===== src/rtl/wbi_arb_seq_if.sv =====
`default_nettype none
// ============================================================================
// wbi_arb_seq_if
// Requester-side and downstream-side signal bundle for the wbi_arb_seq
// arbiter. The slave modport is the arbiter's view; master is the view of
// the requesters and downstream chain that surround it.
// Rev 1.0 - initial release
// ============================================================================
interface wbi_arb_seq_if #(
    parameter int NM = 4,
    parameter int AW = 32,
    parameter int DW = 32,
    parameter int BW = 4,
    parameter int BL = 10
);
    logic [NM-1:0]    m_cmd_wval_i;
    logic [NM-1:0]    m_cmd_wrdy_o;
    logic [NM*AW-1:0] m_cmd_adr_i;
    logic [NM-1:0]    m_cmd_we_i;
    logic [NM*DW-1:0] m_cmd_dat_i;
    logic [NM*BW-1:0] m_cmd_sel_i;
    logic [NM*4-1:0]  m_cmd_tid_i;
    logic [NM*BL-1:0] m_cmd_bl_i;
    logic [NM-1:0]    m_res_rrdy_i;
    logic [NM-1:0]    m_res_rval_o;
    logic [DW-1:0]    m_res_dat_o;
    logic             m_res_ack_o;
    logic             m_res_lack_o;
    logic             m_res_err_o;
    logic [3:0]       m_res_tid_o;

    logic             wbd_cmd_wrdy_i;
    logic             wbd_cmd_wval_o;
    logic [AW-1:0]    wbd_cmd_adr_o;
    logic             wbd_cmd_we_o;
    logic [DW-1:0]    wbd_cmd_dat_o;
    logic [BW-1:0]    wbd_cmd_sel_o;
    logic [3:0]       wbd_cmd_tid_o;
    logic [BL-1:0]    wbd_cmd_bl_o;
    logic             wbd_res_rrdy_o;
    logic             wbd_res_rval_i;
    logic [DW-1:0]    wbd_res_dat_i;
    logic             wbd_res_ack_i;
    logic             wbd_res_lack_i;
    logic             wbd_res_err_i;
    logic [3:0]       wbd_res_tid_i;

    modport slave (
        input  m_cmd_wval_i, m_cmd_adr_i, m_cmd_we_i, m_cmd_dat_i, m_cmd_sel_i,
               m_cmd_tid_i, m_cmd_bl_i, m_res_rrdy_i,
        output m_cmd_wrdy_o, m_res_rval_o, m_res_dat_o, m_res_ack_o,
               m_res_lack_o, m_res_err_o, m_res_tid_o,
        input  wbd_cmd_wrdy_i, wbd_res_rval_i, wbd_res_dat_i, wbd_res_ack_i,
               wbd_res_lack_i, wbd_res_err_i, wbd_res_tid_i,
        output wbd_cmd_wval_o, wbd_cmd_adr_o, wbd_cmd_we_o, wbd_cmd_dat_o,
               wbd_cmd_sel_o, wbd_cmd_tid_o, wbd_cmd_bl_o, wbd_res_rrdy_o
    );

    modport master (
        output m_cmd_wval_i, m_cmd_adr_i, m_cmd_we_i, m_cmd_dat_i, m_cmd_sel_i,
               m_cmd_tid_i, m_cmd_bl_i, m_res_rrdy_i,
        input  m_cmd_wrdy_o, m_res_rval_o, m_res_dat_o, m_res_ack_o,
               m_res_lack_o, m_res_err_o, m_res_tid_o,
        output wbd_cmd_wrdy_i, wbd_res_rval_i, wbd_res_dat_i, wbd_res_ack_i,
               wbd_res_lack_i, wbd_res_err_i, wbd_res_tid_i,
        input  wbd_cmd_wval_o, wbd_cmd_adr_o, wbd_cmd_we_o, wbd_cmd_dat_o,
               wbd_cmd_sel_o, wbd_cmd_tid_o, wbd_cmd_bl_o, wbd_res_rrdy_o
    );
endinterface
`default_nettype wire


===== src/rtl/wbi_arb_seq.sv =====
`default_nettype none
// ============================================================================
// wbi_arb_seq
// Round-robin arbiter/sequencer: one outstanding transaction to a shared
// downstream port, responses routed back to the granted requester, timeout.
// Rev 1.0 - initial release
// ============================================================================
module wbi_arb_seq #(
    parameter int NM  = 4,
    parameter int AW  = 32,
    parameter int DW  = 32,
    parameter int BW  = 4,
    parameter int BL  = 10,
    parameter int TMO = 1024
) (
    input  wire logic    mclk,
    input  wire logic    reset_n,
    wbi_arb_seq_if.slave bus,
    output logic [2:0]   grant_o,
    output logic         busy_o,
    output logic         tmo_o,
    output logic         drop_o
);
    localparam int          IW       = (NM > 1) ? $clog2(NM) : 1;
    localparam bit          TMO_EN   = (TMO != 0);
    localparam logic [15:0] TMO_LAST = 16'(TMO - 1);

    typedef enum logic [1:0] {
        S_IDLE = 2'd0,
        S_CMD  = 2'd1,
        S_RESP = 2'd2,
        S_TERR = 2'd3
    } state_t;

    state_t        state_q, state_d;
    logic [IW-1:0] rr_ptr_q, rr_ptr_d;
    logic [IW-1:0] grant_q, grant_d;
    logic [15:0]   timer_q, timer_d;
    logic [AW-1:0] adr_q, adr_d;
    logic          we_q, we_d;
    logic [DW-1:0] dat_q, dat_d;
    logic [BW-1:0] sel_q, sel_d;
    logic [3:0]    tid_q, tid_d;
    logic [BL-1:0] bl_q, bl_d;
    logic          tmo_q, tmo_d;
    logic          drop_q, drop_d;

    logic [AW-1:0] w_adr [NM];
    logic [DW-1:0] w_dat [NM];
    logic [BW-1:0] w_sel [NM];
    logic [3:0]    w_tid [NM];
    logic [BL-1:0] w_bl  [NM];

    logic          w_win_vld;
    logic [IW-1:0] w_win_sel;
    logic [IW-1:0] w_ptr_nxt;
    logic [NM-1:0] w_cmd_wrdy;
    logic [NM-1:0] w_res_rval;
    logic          w_res_rrdy;
    logic [DW-1:0] w_res_dat;
    logic          w_res_ack;
    logic          w_res_lack;
    logic          w_res_err;
    logic [3:0]    w_res_tid;

    for (genvar k = 0; k < NM; k++) begin : g_req
        assign w_adr[k] = bus.m_cmd_adr_i[k*AW +: AW];
        assign w_dat[k] = bus.m_cmd_dat_i[k*DW +: DW];
        assign w_sel[k] = bus.m_cmd_sel_i[k*BW +: BW];
        assign w_tid[k] = bus.m_cmd_tid_i[k*4 +: 4];
        assign w_bl[k]  = bus.m_cmd_bl_i[k*BL +: BL];
    end

    // First requesting index at or after rr_ptr, wrapping modulo NM.
    always_comb begin
        w_win_vld = 1'b0;
        w_win_sel = '0;
        for (int k = 0; k < NM; k++) begin
            int unsigned idx;
            idx = (int'(rr_ptr_q) + k) % NM;
            if (!w_win_vld && bus.m_cmd_wval_i[IW'(idx)]) begin
                w_win_vld = 1'b1;
                w_win_sel = IW'(idx);
            end
        end
    end

    assign w_ptr_nxt = (grant_q == IW'(NM - 1)) ? '0 : grant_q + 1'b1;

    always_comb begin
        state_d    = state_q;
        rr_ptr_d   = rr_ptr_q;
        grant_d    = grant_q;
        timer_d    = timer_q;
        adr_d      = adr_q;
        we_d       = we_q;
        dat_d      = dat_q;
        sel_d      = sel_q;
        tid_d      = tid_q;
        bl_d       = bl_q;
        tmo_d      = tmo_q;
        drop_d     = drop_q;
        w_cmd_wrdy = '0;
        w_res_rval = '0;
        w_res_rrdy = 1'b0;
        w_res_dat  = bus.wbd_res_dat_i;
        w_res_ack  = bus.wbd_res_ack_i;
        w_res_lack = bus.wbd_res_lack_i;
        w_res_err  = bus.wbd_res_err_i;
        w_res_tid  = bus.wbd_res_tid_i;
        unique case (state_q)
            S_IDLE: begin
                w_res_rrdy = 1'b1;
                if (bus.wbd_res_rval_i) drop_d = 1'b1;
                if (w_win_vld) begin
                    w_cmd_wrdy[w_win_sel] = 1'b1;
                    adr_d   = w_adr[w_win_sel];
                    we_d    = bus.m_cmd_we_i[w_win_sel];
                    dat_d   = w_dat[w_win_sel];
                    sel_d   = w_sel[w_win_sel];
                    tid_d   = w_tid[w_win_sel];
                    bl_d    = w_bl[w_win_sel];
                    grant_d = w_win_sel;
                    state_d = S_CMD;
                end
            end
            S_CMD: begin
                w_res_rrdy = 1'b1;
                if (bus.wbd_res_rval_i) drop_d = 1'b1;
                if (bus.wbd_cmd_wrdy_i) begin
                    state_d = S_RESP;
                    timer_d = '0;
                end
            end
            S_RESP: begin
                w_res_rval[grant_q] = bus.wbd_res_rval_i;
                w_res_rrdy          = bus.m_res_rrdy_i[grant_q];
                if (bus.wbd_res_rval_i && bus.m_res_rrdy_i[grant_q]) begin
                    if (bus.wbd_res_lack_i || bus.wbd_res_err_i) begin
                        state_d  = S_IDLE;
                        rr_ptr_d = w_ptr_nxt;
                    end else begin
                        timer_d = '0;
                    end
                end else begin
                    if (timer_q != 16'hFFFF) timer_d = timer_q + 16'd1;
                    if (TMO_EN && timer_q == TMO_LAST) begin
                        state_d = S_TERR;
                        tmo_d   = 1'b1;
                    end
                end
            end
            S_TERR: begin
                // Synthesized error beat; the downstream chain is held off.
                w_res_rval[grant_q] = 1'b1;
                w_res_dat           = '0;
                w_res_ack           = 1'b0;
                w_res_lack          = 1'b1;
                w_res_err           = 1'b1;
                w_res_tid           = tid_q;
                if (bus.m_res_rrdy_i[grant_q]) begin
                    state_d  = S_IDLE;
                    rr_ptr_d = w_ptr_nxt;
                end
            end
            default: state_d = S_IDLE;
        endcase
    end

    always_ff @(posedge mclk or negedge reset_n) begin
        if (!reset_n) begin
            state_q  <= S_IDLE;
            rr_ptr_q <= '0;
            grant_q  <= '0;
            timer_q  <= '0;
            adr_q    <= '0;
            we_q     <= 1'b0;
            dat_q    <= '0;
            sel_q    <= '0;
            tid_q    <= '0;
            bl_q     <= '0;
            tmo_q    <= 1'b0;
            drop_q   <= 1'b0;
        end else begin
            state_q  <= state_d;
            rr_ptr_q <= rr_ptr_d;
            grant_q  <= grant_d;
            timer_q  <= timer_d;
            adr_q    <= adr_d;
            we_q     <= we_d;
            dat_q    <= dat_d;
            sel_q    <= sel_d;
            tid_q    <= tid_d;
            bl_q     <= bl_d;
            tmo_q    <= tmo_d;
            drop_q   <= drop_d;
        end
    end

    // The accept strobe is combinational from IDLE, so mask it while reset is held.
    assign bus.m_cmd_wrdy_o   = reset_n ? w_cmd_wrdy : '0;
    assign bus.m_res_rval_o   = w_res_rval;
    assign bus.m_res_dat_o    = w_res_dat;
    assign bus.m_res_ack_o    = w_res_ack;
    assign bus.m_res_lack_o   = w_res_lack;
    assign bus.m_res_err_o    = w_res_err;
    assign bus.m_res_tid_o    = w_res_tid;
    assign bus.wbd_res_rrdy_o = w_res_rrdy;
    assign bus.wbd_cmd_wval_o = (state_q == S_CMD);
    assign bus.wbd_cmd_adr_o  = adr_q;
    assign bus.wbd_cmd_we_o   = we_q;
    assign bus.wbd_cmd_dat_o  = dat_q;
    assign bus.wbd_cmd_sel_o  = sel_q;
    assign bus.wbd_cmd_tid_o  = tid_q;
    assign bus.wbd_cmd_bl_o   = bl_q;
    assign grant_o            = 3'(grant_q);
    assign busy_o             = (state_q != S_IDLE);
    assign tmo_o              = tmo_q;
    assign drop_o             = drop_q;
endmodule
`default_nettype wire


===== src/flat_wrapper.sv =====
// flat-port wrapper written by rule: the top's interface ports become plain ports
module wbi_arb_seq_flat 
#(
    parameter int NM  = 4,
    parameter int AW  = 32,
    parameter int DW  = 32,
    parameter int BW  = 4,
    parameter int BL  = 10,
    parameter int TMO = 1024
)
  (mclk, reset_n, grant_o, busy_o, tmo_o, drop_o, bus_m_cmd_wval_i, bus_m_cmd_adr_i, bus_m_cmd_we_i, bus_m_cmd_dat_i, bus_m_cmd_sel_i, bus_m_cmd_tid_i, bus_m_cmd_bl_i, bus_m_res_rrdy_i, bus_m_cmd_wrdy_o, bus_m_res_rval_o, bus_m_res_dat_o, bus_m_res_ack_o, bus_m_res_lack_o, bus_m_res_err_o, bus_m_res_tid_o, bus_wbd_cmd_wrdy_i, bus_wbd_res_rval_i, bus_wbd_res_dat_i, bus_wbd_res_ack_i, bus_wbd_res_lack_i, bus_wbd_res_err_i, bus_wbd_res_tid_i, bus_wbd_cmd_wval_o, bus_wbd_cmd_adr_o, bus_wbd_cmd_we_o, bus_wbd_cmd_dat_o, bus_wbd_cmd_sel_o, bus_wbd_cmd_tid_o, bus_wbd_cmd_bl_o, bus_wbd_res_rrdy_o);
  wbi_arb_seq_if #(.NM(NM), .AW(AW), .DW(DW), .BW(BW), .BL(BL)) bus_i ();
  input  wire logic mclk;
  input  wire logic reset_n;
  output logic [2:0] grant_o;
  output logic busy_o;
  output logic tmo_o;
  output logic drop_o;
  input wire logic [$bits(bus_i.m_cmd_wval_i)-1:0] bus_m_cmd_wval_i;
  input wire logic [$bits(bus_i.m_cmd_adr_i)-1:0] bus_m_cmd_adr_i;
  input wire logic [$bits(bus_i.m_cmd_we_i)-1:0] bus_m_cmd_we_i;
  input wire logic [$bits(bus_i.m_cmd_dat_i)-1:0] bus_m_cmd_dat_i;
  input wire logic [$bits(bus_i.m_cmd_sel_i)-1:0] bus_m_cmd_sel_i;
  input wire logic [$bits(bus_i.m_cmd_tid_i)-1:0] bus_m_cmd_tid_i;
  input wire logic [$bits(bus_i.m_cmd_bl_i)-1:0] bus_m_cmd_bl_i;
  input wire logic [$bits(bus_i.m_res_rrdy_i)-1:0] bus_m_res_rrdy_i;
  output wire logic [$bits(bus_i.m_cmd_wrdy_o)-1:0] bus_m_cmd_wrdy_o;
  output wire logic [$bits(bus_i.m_res_rval_o)-1:0] bus_m_res_rval_o;
  output wire logic [$bits(bus_i.m_res_dat_o)-1:0] bus_m_res_dat_o;
  output wire logic [$bits(bus_i.m_res_ack_o)-1:0] bus_m_res_ack_o;
  output wire logic [$bits(bus_i.m_res_lack_o)-1:0] bus_m_res_lack_o;
  output wire logic [$bits(bus_i.m_res_err_o)-1:0] bus_m_res_err_o;
  output wire logic [$bits(bus_i.m_res_tid_o)-1:0] bus_m_res_tid_o;
  input wire logic [$bits(bus_i.wbd_cmd_wrdy_i)-1:0] bus_wbd_cmd_wrdy_i;
  input wire logic [$bits(bus_i.wbd_res_rval_i)-1:0] bus_wbd_res_rval_i;
  input wire logic [$bits(bus_i.wbd_res_dat_i)-1:0] bus_wbd_res_dat_i;
  input wire logic [$bits(bus_i.wbd_res_ack_i)-1:0] bus_wbd_res_ack_i;
  input wire logic [$bits(bus_i.wbd_res_lack_i)-1:0] bus_wbd_res_lack_i;
  input wire logic [$bits(bus_i.wbd_res_err_i)-1:0] bus_wbd_res_err_i;
  input wire logic [$bits(bus_i.wbd_res_tid_i)-1:0] bus_wbd_res_tid_i;
  output wire logic [$bits(bus_i.wbd_cmd_wval_o)-1:0] bus_wbd_cmd_wval_o;
  output wire logic [$bits(bus_i.wbd_cmd_adr_o)-1:0] bus_wbd_cmd_adr_o;
  output wire logic [$bits(bus_i.wbd_cmd_we_o)-1:0] bus_wbd_cmd_we_o;
  output wire logic [$bits(bus_i.wbd_cmd_dat_o)-1:0] bus_wbd_cmd_dat_o;
  output wire logic [$bits(bus_i.wbd_cmd_sel_o)-1:0] bus_wbd_cmd_sel_o;
  output wire logic [$bits(bus_i.wbd_cmd_tid_o)-1:0] bus_wbd_cmd_tid_o;
  output wire logic [$bits(bus_i.wbd_cmd_bl_o)-1:0] bus_wbd_cmd_bl_o;
  output wire logic [$bits(bus_i.wbd_res_rrdy_o)-1:0] bus_wbd_res_rrdy_o;
  assign bus_i.m_cmd_wval_i = bus_m_cmd_wval_i;
  assign bus_i.m_cmd_adr_i = bus_m_cmd_adr_i;
  assign bus_i.m_cmd_we_i = bus_m_cmd_we_i;
  assign bus_i.m_cmd_dat_i = bus_m_cmd_dat_i;
  assign bus_i.m_cmd_sel_i = bus_m_cmd_sel_i;
  assign bus_i.m_cmd_tid_i = bus_m_cmd_tid_i;
  assign bus_i.m_cmd_bl_i = bus_m_cmd_bl_i;
  assign bus_i.m_res_rrdy_i = bus_m_res_rrdy_i;
  assign bus_m_cmd_wrdy_o = bus_i.m_cmd_wrdy_o;
  assign bus_m_res_rval_o = bus_i.m_res_rval_o;
  assign bus_m_res_dat_o = bus_i.m_res_dat_o;
  assign bus_m_res_ack_o = bus_i.m_res_ack_o;
  assign bus_m_res_lack_o = bus_i.m_res_lack_o;
  assign bus_m_res_err_o = bus_i.m_res_err_o;
  assign bus_m_res_tid_o = bus_i.m_res_tid_o;
  assign bus_i.wbd_cmd_wrdy_i = bus_wbd_cmd_wrdy_i;
  assign bus_i.wbd_res_rval_i = bus_wbd_res_rval_i;
  assign bus_i.wbd_res_dat_i = bus_wbd_res_dat_i;
  assign bus_i.wbd_res_ack_i = bus_wbd_res_ack_i;
  assign bus_i.wbd_res_lack_i = bus_wbd_res_lack_i;
  assign bus_i.wbd_res_err_i = bus_wbd_res_err_i;
  assign bus_i.wbd_res_tid_i = bus_wbd_res_tid_i;
  assign bus_wbd_cmd_wval_o = bus_i.wbd_cmd_wval_o;
  assign bus_wbd_cmd_adr_o = bus_i.wbd_cmd_adr_o;
  assign bus_wbd_cmd_we_o = bus_i.wbd_cmd_we_o;
  assign bus_wbd_cmd_dat_o = bus_i.wbd_cmd_dat_o;
  assign bus_wbd_cmd_sel_o = bus_i.wbd_cmd_sel_o;
  assign bus_wbd_cmd_tid_o = bus_i.wbd_cmd_tid_o;
  assign bus_wbd_cmd_bl_o = bus_i.wbd_cmd_bl_o;
  assign bus_wbd_res_rrdy_o = bus_i.wbd_res_rrdy_o;
  wbi_arb_seq #(.NM(NM), .AW(AW), .DW(DW), .BW(BW), .BL(BL), .TMO(TMO)) u_core (.mclk(mclk), .reset_n(reset_n), .bus(bus_i), .grant_o(grant_o), .busy_o(busy_o), .tmo_o(tmo_o), .drop_o(drop_o));
endmodule

===== config.mk =====
export PLATFORM = sky130hd
export DESIGN_NAME = wbi_arb_seq_flat
export DESIGN_NICKNAME = d
export VERILOG_FILES = /design/src/rtl/wbi_arb_seq_if.sv /design/src/rtl/wbi_arb_seq.sv /design/src/flat_wrapper.sv
export SDC_FILE = /design/constraint.sdc
export NUM_CORES = 1
export LEC_CHECK = 0
export CELL_PAD_IN_SITES_DETAIL_PLACEMENT = 0
export CELL_PAD_IN_SITES_GLOBAL_PLACEMENT = 1
export CORE_AREA = 2 2 201 203
export CTS_CLUSTER_SIZE = 24
export DETAILED_ROUTE_END_ITERATION = 8
export DIE_AREA = 0 0 203 205
export PLACE_DENSITY_LB_ADDON = 0.1
export SLEW_MARGIN = 20
export SYNTH_ARGS = -nofsm -noshare
export SYNTH_HDL_FRONTEND = slang
export SYNTH_SLANG_ARGS = --single-unit

===== constraint.sdc =====
create_clock -name mclk -period 2.6 [get_ports mclk]
set_clock_uncertainty 0.1 [all_clocks]
set_input_delay 0.52 -clock mclk [delete_from_list [all_inputs] [get_ports mclk]]
set_output_delay 0.52 -clock mclk [all_outputs]
set_load 0.03 [all_outputs]

==> results of run 1 <==
per-stage QoR:
stage | util | hold slack [ns]
after floorplan | - | 0.124
after global placement | 0.339 | 0.253
after detailed placement | 0.339 | 0.252
after CTS | 0.348 | 0.376
after global routing | 0.349 | 0.399
final | 0.349 | 0.380
layer usage:
metal	wire (um)	share of wire	track usage	up-vias
met1	14300	0.40	0.197	3628
li1	-	-	-	3724
met3	2530	0.070	0.0472	17
met4	351	0.0097	0.0365	2
met2	18900	0.52	0.308	281
met5	13	0.00036	0	-
registers in the layout (all words and copies together) (netlist names):
name,flops
u_core.bus.wbd_cmd_adr_o,32
u_core.bus.wbd_cmd_dat_o,32
u_core.timer_q,16
u_core.bus.wbd_cmd_bl_o,10
u_core.bus.wbd_cmd_sel_o,4
u_core.bus.wbd_cmd_tid_o,4
u_core.grant_q,2
u_core.rr_ptr_q,2
u_core.state_q,2
u_core.bus.wbd_cmd_we_o,1
u_core.drop_o,1
u_core.tmo_o,1
path summary, 6_finish.rpt:
check	from	endpoint
max	u_core.rr_ptr_q[0]	bus_m_cmd_wrdy_o[3]
min reg2reg	u_core.tmo_o	u_core.tmo_o
min	u_core.tmo_o	u_core.tmo_o
max in group asynchronous	reset_n	u_core.bus.wbd_cmd_sel_o[0]
max reg2reg	u_core.rr_ptr_q[0]	u_core.bus.wbd_cmd_adr_o[25]
min in group asynchronous	reset_n	u_core.drop_o
critical path, delay by kind of cell (launching register included):
| kind | cells | cell delay [ns] |
|---|---|---|
| buffers and inverters | 1 | 0.14 |
| flip-flops | 1 | 0.52 |
| AO/OA/AOI/OAI | 3 | 0.48 |
| AND/OR/NAND/NOR | 2 | 0.35 |
final cells by class:
cell class              instances  area [um^2]  share of cell area
repair buffers                594         5960               0.434
multi-input cells             525         4090               0.297
flip-flops and latches        107         2680               0.195
well taps                     525          657              0.0478
clock buffers                  12          256              0.0187
clock inverters                 4         72.6             0.00528
inverters                       6         22.5             0.00164
diodes                          4         10.0            0.000728
logic make-up after synthesis:
kind of cell | share of synthesized area
flops | 0.385
other cells | 0.000540
compound gates | 0.171
simple gates | 0.137
fa+ha+maj | 0.00901
buf+inv | 0.0407
mux | 0.257
what timing repair did:
| action | in CTS | in global routing |
|---|---|---|
| gates resized for setup | 47 | 9 |
| setup buffers | 2 | 1 |
| pin swaps | 2 | 2 |
| hold buffers | 1 | 0 |
| endpoints found under the hold margin | 2 | 0 |
| endpoints found under the setup margin | 36 | 5 |
power groups by stage:
stage / registers, W / clock network, W / logic [W]
6_report: 0.00284 / 0.00164 / 0.00918
5_1_grt: 0.00294 / 0.00178 / 0.00985
4_1_cts: 0.00284 / 0.00172 / 0.00933
3_5_place_dp: 0.00284 / 0 / 0.00937
3_3_place_gp: 0.00284 / 0 / 0.00938
2_1_floorplan: 0.00406 / 0 / 0.00369
layout by cell type, fill, tap and decap left out, drive strengths merged, types with 3 or more instances in the layout:
master	Yosys	final
dlygate4sd2	0	33
nor2b	4	4
nand2	100	100
a21boi	3	3
nand2b	3	3
ha	5	5
a221o	5	5
buf	20	91
mux2i	168	168
a21oi	9	9
a31oi	4	4
clkdlybuf4s50	0	466
nand3	4	4
nor3	5	5
inv	6	6
clkbuf	38	12
and2	37	37
dlymetal6s2s	0	3
dfrtp	107	107
o22ai	4	4
or2	3	3
diode	0	4
mux2	9	9
o21ai	9	9
and3	6	6
o221ai	85	85
a21o	4	4
nor2	22	22
a22o	4	4
cell usage after synthesis, types with 2 or more instances:
master,number
and3_1,6
nand2_1,100
o21bai_1,2
a21oi_1,9
or3_1,2
mux2_2,9
o221ai_1,85
buf_4,3
nor2b_1,4
nand2b_1,3
and4_1,2
nand3_1,4
and2_1,37
clkbuf_1,36
o21ai_0,9
or2_2,3
a22o_1,4
nor2_1,22
a21boi_1,2
ha_1,5
a31oi_1,4
a21o_1,3
dfrtp_1,107
and2b_2,2
nor3_1,5
a221o_1,5
buf_2,16
mux2i_1,168
a211oi_1,2
o22ai_1,4
inv_1,6
==> results.cfg, run 1 <==
[run_status]
status = finished, final reports clean

[clock_network]
clockRootBuffer = clkbuf_16
clock-sinks = 107
clkTransAtPathRegs_ns = 0.08
insertion_delay_ns = 0.37
cts_tree = yes
cts_buffer_depth = 2
cts_buffers = 9
htreeDepth = 3

[global_route]
grt_pass1_wl_um = 52500
grt_overflow_total = 0
first_global_vias = 8228
antenna_found_initial = 5
grt_use_total = 0.169
grt_max_degree = 60

[logic_synthesis]
yosysSeqAreaShare = 0.385
synth_top_area_cell = dfrtp_1
synth-edff-count = 0
synth_top_area_frac = 0.385
ys_warn_count = 0
synth-main-ff-cell = dfrtp_1
ys_async_sr_fraction = 1.00
syn-num-nets = 1084
synth_area_um2 = 6950
synthTopCellsByArea = dfrtp_1, mux2i_1, o221ai_1, nand2_1, and2_1
ys_types = 58
syn_inst = 696
avgSynthCellArea_um2 = 9.98
ys_seq_elements = 107

[die]
start_util = 0.176
rows = 73
die_w_um = 203
dieArea_um2 = 41600
io_pins = 521
core_um2 = 39400
die_h_um = 205

[worst_setup_path]
critPathKind = flip-flop to output port
slowest_stage = dfrtp_1
worstPathRequired_ns = 1.98
reg2reg_slack_ns = 0.18
arrival_ns = 1.86
worst_r2r_path_depth = 10
critPathLaunchType = flip-flop
cp-end-kind = output port
crit_fanout = 5
slowest_delay_ns = 0.52
cp_cell_sequence = nor2b_1 > o21ai_1 > o21ai_2 > a21oi_2 > and4_1 > buf_6

[power_and_ir_drop]
leakage_nw = 6.12
swShare = 0.452
finalPower_w = 0.0137
ir_drop_v = 0.000425
power_switching_w = 0.00617
power-per-cell-area_nw_per_um2 = 994
seqPwrFrac = 0.208
intPower_w = 0.00749
pwr-share-clk = 0.120
pwr-share-comb = 0.672

[timing]
max-slew-margin-rel = 0.408
fmax_mhz = 403
setup_viol = 0
period_needed_ns = 2.48
worst_pin_slew_ns = 0.887
report.final.hold_viol_count = 0
worst_slack_ns = 0.119
period_share = 0.954
finalSetupTns_ns = 0
maxSlewViolCount = 0

[min_path]
hold_class = flip-flop to flip-flop
min_path_cells = 1

[detailed_routing]
ant_nets = 0
initialDrtViolationCount = 295
routed_wl_um = 36100
post_drt_wl_per_cell_um = 20.3
drtPass1Iterations = 4
routed_via_density = 4.31
route.vias.total = 7652
drc_errors = 0

[final_layout]
area_growth_pct = 97.8
drive_gt1_frac = 0.115
stdcell_count = 1777
final_area_um2 = 13700
fin_nets = 1631
fill_cells = 4041

[place]
routabilityCongestion = 0.770
dp_cells = 1753
dp_slack_ns = -0.268
place_area_um2 = 13300
dp_hpwl_um = 28600
portBuffers = 519

[flow_run]
maxCapViolCount = 0
No activity file was read; power rests on OpenSTA's default activity.
==> run 2, diff against run 1 <==
--- a/config.mk
+++ b/config.mk
@@ -8,6 +8,7 @@
 export CELL_PAD_IN_SITES_DETAIL_PLACEMENT = 0
 export CELL_PAD_IN_SITES_GLOBAL_PLACEMENT = 1
 export CORE_AREA = 2 2 201 203
+export CTS_BUF_LIST = sky130_fd_sc_hd__clkbuf_4 sky130_fd_sc_hd__clkbuf_8
 export CTS_CLUSTER_SIZE = 24
 export DETAILED_ROUTE_END_ITERATION = 8
 export DIE_AREA = 0 0 203 205
==> run 2 against run 1 <==
Worst hold slack improved by 0.0078 ns. Register-to-register slack improved by 0.08 ns. First-iteration DRC count fell by 16%. Via count rose by 0.37%. Highest routed layer unchanged. Maximum frequency fell by 0.23%. Clock-buffer cell count did not move. Design area fell by 0.59%. Sequential power barely moved. Sequential share of layout area rose by 0.13 points. Combinational power barely moved.
==> results.cfg, run 2 (synthesis gave the netlist of run 1 again) <==
[run_status]
status = finished, final reports clean

[worst_setup_path]
crit_fanout = 9
slowest_delay_ns = 0.39
critPathKind = flip-flop to output port
cp_cell_sequence = buf_4 > or2_4 > a21oi_4 > buf_6 > and4_1 > buf_6
crit_top_cell = buf_6
r2r-start = u_core.rr_ptr_q[0]
worst_r2r_path_depth = 10
worstPathRequired_ns = 1.98
startpoint = u_core.state_q[1]
path_depth = 6
slowest_stage = dfrtp_1
critPathLaunchType = flip-flop
arrival_ns = 1.87
critPathTopFamily = simple AND/OR/NAND/NOR gates
path_buf_inv = 3
cp-end-kind = output port

[timing]
period_share = 0.956
period_needed_ns = 2.49
maxSlewViolCount = 0
setup_viol = 0
worst_pin_slew_ns = 0.893
report.final.hold_viol_count = 0
max-slew-margin-rel = 0.405
worst_slack_ns = 0.114
fmax_mhz = 402

[min_path]
holdCritStartpoint = u_core.tmo_o
min_path_cells = 1
hold_class = flip-flop to flip-flop

[global_route]
antenna_found_initial = 4
grt_use_total = 0.169
grt_overflow_total = 0
grt_max_degree = 60
grt_pass1_wl_um = 52600
first_global_vias = 8259

[detailed_routing]
route.vias.total = 7680
drc_errors = 0
routed_wl_um = 36200
drtPass1Iterations = 4
post_drt_wl_per_cell_um = 20.3
routed_via_density = 4.32
ant_nets = 0
initialDrtViolationCount = 248

[flow_run]
maxCapViolCount = 0

[place]
dp_slack_ns = -0.268
dp_cells = 1753
routabilityCongestion = 0.770
dp_hpwl_um = 28600
portBuffers = 519

[die]
io_pins = 521
start_util = 0.176
dieArea_um2 = 41600
die_h_um = 205
die_w_um = 203
rows = 73
core_um2 = 39400

[final_layout]
stdcell_count = 1778
layout_commonest_cell = clkdlybuf4s50_1
mostFrequentLayoutCells = clkdlybuf4s50_1, mux2i_1, dfrtp_1
drive_gt1_frac = 0.118
area_growth_pct = 96.6
fin_nets = 1633

[clock_network]
clkTransAtPathRegs_ns = 0.11
cts_tree = yes
clock-sinks = 107
insertion_delay_ns = 0.42
cts_buffer_depth = 2
htreeDepth = 3
clockRootBuffer = clkbuf_8
cts_buffers = 9

[power_and_ir_drop]
power-per-cell-area_nw_per_um2 = 978
leakage_nw = 6.07
ir_drop_v = 0.000400
-- run 2: worst paths after layout --
path | to | slack (ns)
max | bus_m_cmd_wrdy_o[3] | 0.11
min | u_core.tmo_o | 0.39
max reg2reg | u_core.bus.wbd_cmd_adr_o[25] | 0.26
min reg2reg | u_core.tmo_o | 0.39
max in group asynchronous | u_core.bus.wbd_cmd_sel_o[0] | 0.91
min in group asynchronous | u_core.drop_o | 0.40
-- run 2: worst register-to-register path: stages (launching register included) --
cell and delay, ns:
dfrtp_2 0.49, nor2b_1 0.14, o21ai_1 0.09, buf_4 0.16, buf_4 0.13, o221ai_4 0.06, buf_12 0.19, buf_12 0.18
mux2i_1 0.40, buf_4 0.18, o221ai_1 0.10
-- run 2: per-layer routing --
metal  vias to the layer above  global-route usage  wire, um
met5                         -                   0        13
met1                      3654               0.196     14600
met3                        16              0.0476      2410
met4                         2              0.0336       349
li1                       3723                   -         -
met2                       285               0.309     18800
-- run 2: cell type report --
class | instances | area, um^2
fill | 4057 | 25700
multi-input combinational | 525 | 4080
timing repair buffer | 596 | 5980
clock inverter | 4 | 72.6
tap | 525 | 657
inverter | 6 | 22.5
sequential | 107 | 2680
antenna | 3 | 7.51
clock buffer | 12 | 159
-- run 2: power breakdown --
group | internal [W] | total, W | switching, W
Sequential | 0.00238 | 0.00284 | 0.000458
Combinational | 0.00423 | 0.00921 | 0.00497
Clock | 0.000607 | 0.00131 | 0.000704
Total | 0.00722 | 0.0134 | 0.00614
-- run 2: what timing repair did --
action | CTS | global route
buffers inserted | 2 | 3
hold buffers | 1 | 0
pin swaps | 3 | 4
endpoints found under the setup margin | 37 | 5
hold endpoints to repair | 2 | 0
gates resized for setup | 51 | 9
-- run 2: per-stage QoR --
stage          total power (W)  area (um^2)  hold slack, ns  utilization  setup TNS (ns)
2_1_floorplan          0.00775         6950           0.124            -         -0.0550
3_3_place_gp            0.0122        13300           0.253        0.339           -4.67
3_5_place_dp            0.0122        13300           0.252        0.339           -3.61
4_1_cts                 0.0135        13600           0.379        0.345               0
5_1_grt                 0.0143        13700           0.372        0.347         -0.0106
6_report                0.0134        13700           0.387        0.347               0
==> run 3, diff against run 2 <==
--- a/config.mk
+++ b/config.mk
@@ -13,6 +13,7 @@
 export DETAILED_ROUTE_END_ITERATION = 8
 export DIE_AREA = 0 0 203 205
 export PLACE_DENSITY_LB_ADDON = 0.1
+export SKIP_LAST_GASP = 1
 export SLEW_MARGIN = 20
 export SYNTH_ARGS = -nofsm -noshare
 export SYNTH_HDL_FRONTEND = slang
==> run 3 against run 2 <==
Via count is essentially flat. Utilization is essentially flat. Sequential share of layout area is essentially flat. Design area is essentially flat. Cell count is the same. Critical path depth is the same. Setup slack lost 0.027 ns. Total power shrank 0.15%. Die area is the same. Sequential cell count is the same. Worst hold slack is essentially flat. Critical endpoint unchanged. Largest power group unchanged. Highest routed layer unchanged.
==> results.cfg, run 3 (synthesis gave the netlist of run 1 again) <==
[die]
start_util = 0.176
dieArea_um2 = 41600
io_pins = 521
rows = 73
die_h_um = 205
core_um2 = 39400
die_w_um = 203

[final_layout]
area_growth_pct = 96.6
fin_nets = 1633
drive_gt1_frac = 0.118
layout_commonest_cell = clkdlybuf4s50_1
mostFrequentLayoutCells = clkdlybuf4s50_1, mux2i_1, dfrtp_1

[worst_setup_path]
crit_fanout = 9
cp-end-kind = output port
crit_top_cell = buf_4
worstPathRequired_ns = 1.98
path_buf_inv = 3
cp_cell_sequence = buf_4 > or2_4 > a21oi_4 > buf_6 > and4_1 > buf_4
critPathTopFamily = simple AND/OR/NAND/NOR gates
critPathLaunchType = flip-flop
slowest_delay_ns = 0.40
critPathKind = flip-flop to output port
slowest_stage = dfrtp_1
arrival_ns = 1.89

[timing]
period_share = 0.967
max-slew-margin-rel = 0.405
rsz0062_at_grt = yes
setup_viol = 0
fmax_mhz = 398
report.final.hold_viol_count = 0
worst_slack_ns = 0.0867
whs_ns = 0.388
worst_pin_slew_ns = 0.893
period_needed_ns = 2.51
maxSlewViolCount = 0

[power_and_ir_drop]
ir_drop_v = 0.000400
seqPwrFrac = 0.213
pwr-share-comb = 0.689
power_switching_w = 0.00612
power-per-cell-area_nw_per_um2 = 977
intPower_w = 0.00721
leakage_nw = 6.08
pwr-share-clk = 0.098
swShare = 0.459

[global_route]
grt_use_total = 0.169
grt_overflow_total = 0
first_global_vias = 8256
grt_max_degree = 60
grt_pass1_wl_um = 52600
antenna_found_initial = 4

[place]
routabilityCongestion = 0.770
dp_hpwl_um = 28600
dp_slack_ns = -0.268
portBuffers = 519

[run_status]
status = finished, final reports clean

[clock_network]
htreeDepth = 3
clkTransAtPathRegs_ns = 0.11
clock-sinks = 107
cts_buffers = 9
cts_buffer_depth = 2
clockRootBuffer = clkbuf_8
cts_tree = yes
insertion_delay_ns = 0.42

[detailed_routing]
drtPass1Iterations = 4
post_drt_wl_per_cell_um = 20.3
route.vias.total = 7683
routed_wl_um = 36100
drc_errors = 0
ant_nets = 0
initialDrtViolationCount = 255
routed_via_density = 4.32

[min_path]
hold_class = primary input to asynchronous set/reset pin

[flow_run]
maxCapViolCount = 0
## run 3: cell types whose count changed in the layout (fill, tap and decap cells not counted)
cell	before	now
a21boi_1	2	3
a21boi_2	1	0
buf_4	68	70
buf_6	3	1
dlygate4sd2_1	34	33
dlymetal6s2s_1	2	3
nor2b_1	3	2
nor2b_2	0	1
## run 3: final timing paths
| path | start | end | slack (ns) | cells past startpoint |
|---|---|---|---|---|
| max in group asynchronous | reset_n | u_core.bus.wbd_cmd_sel_o[0] | 0.92 | 3 |
| setup / recovery | u_core.state_q[0] | bus_m_cmd_wrdy_o[3] | 0.09 | 6 |
| hold / removal | reset_n | u_core.drop_o | 0.39 | 2 |
| hold reg to reg | u_core.tmo_o | u_core.tmo_o | 0.39 | 1 |
| setup reg to reg | u_core.timer_q[0] | u_core.state_q[0] | 0.27 | 6 |
| min in group mclk | u_core.tmo_o | u_core.tmo_o | 0.39 | 1 |
## run 3: worst register-to-register path: stages, from the launching register on
cell and delay, ns:
dfrtp_1 0.42, ha_1 0.29, nand4_4 0.16, or3_1 0.44, or4_1 0.56, nor2_1 0.18
o22a_2 0.16
## run 3: per-layer routing
metal  global-route usage  part of all wire  vias up
met5                    0           0.00036        -
met4               0.0336             0.010        2
met3               0.0480             0.067       18
met2                0.308              0.52      281
met1                0.196              0.40     3655
li1                     -                 -     3727
## run 3: power groups by stage
stage | registers (W) | logic (W) | clock network, W
floorplan | 0.00406 | 0.00369 | 0
global placement | 0.00284 | 0.00938 | 0
detailed placement | 0.00284 | 0.00937 | 0
CTS | 0.00283 | 0.00933 | 0.00138
global route | 0.00294 | 0.00987 | 0.00145
finish | 0.00284 | 0.00919 | 0.00131
## run 3: layout make-up
cell class / count / area, um^2
fillers: 4060 / 25700
diodes: 3 / 7.51
inverters: 6 / 22.5
flip-flops and latches: 107 / 2680
repair buffers: 596 / 5970
clock inverters: 4 / 72.6
multi-input cells: 525 / 4080
clock buffers: 12 / 159
well taps: 525 / 657
## run 3: metrics by stage
stage                util  setup TNS [ns]  cells  instance area, um^2  power [W]
detailed placement  0.339           -3.61   1753                13300     0.0122
finish              0.347               0   1778                13700     0.0133
global placement    0.339           -4.67   1753                13300     0.0122
CTS                 0.345         -0.0367   1772                13600     0.0135
floorplan               -         -0.0550    696                 6950    0.00775
global route        0.347        -0.00536   1777                13700     0.0143
## run 3: timing repair
action	4_1_cts	5_1_grt
pin swaps	3	4
endpoints found under the setup margin	37	5
hold endpoints to repair	2	0
setup buffers	2	3
hold buffers	1	0
gates resized for setup	47	11
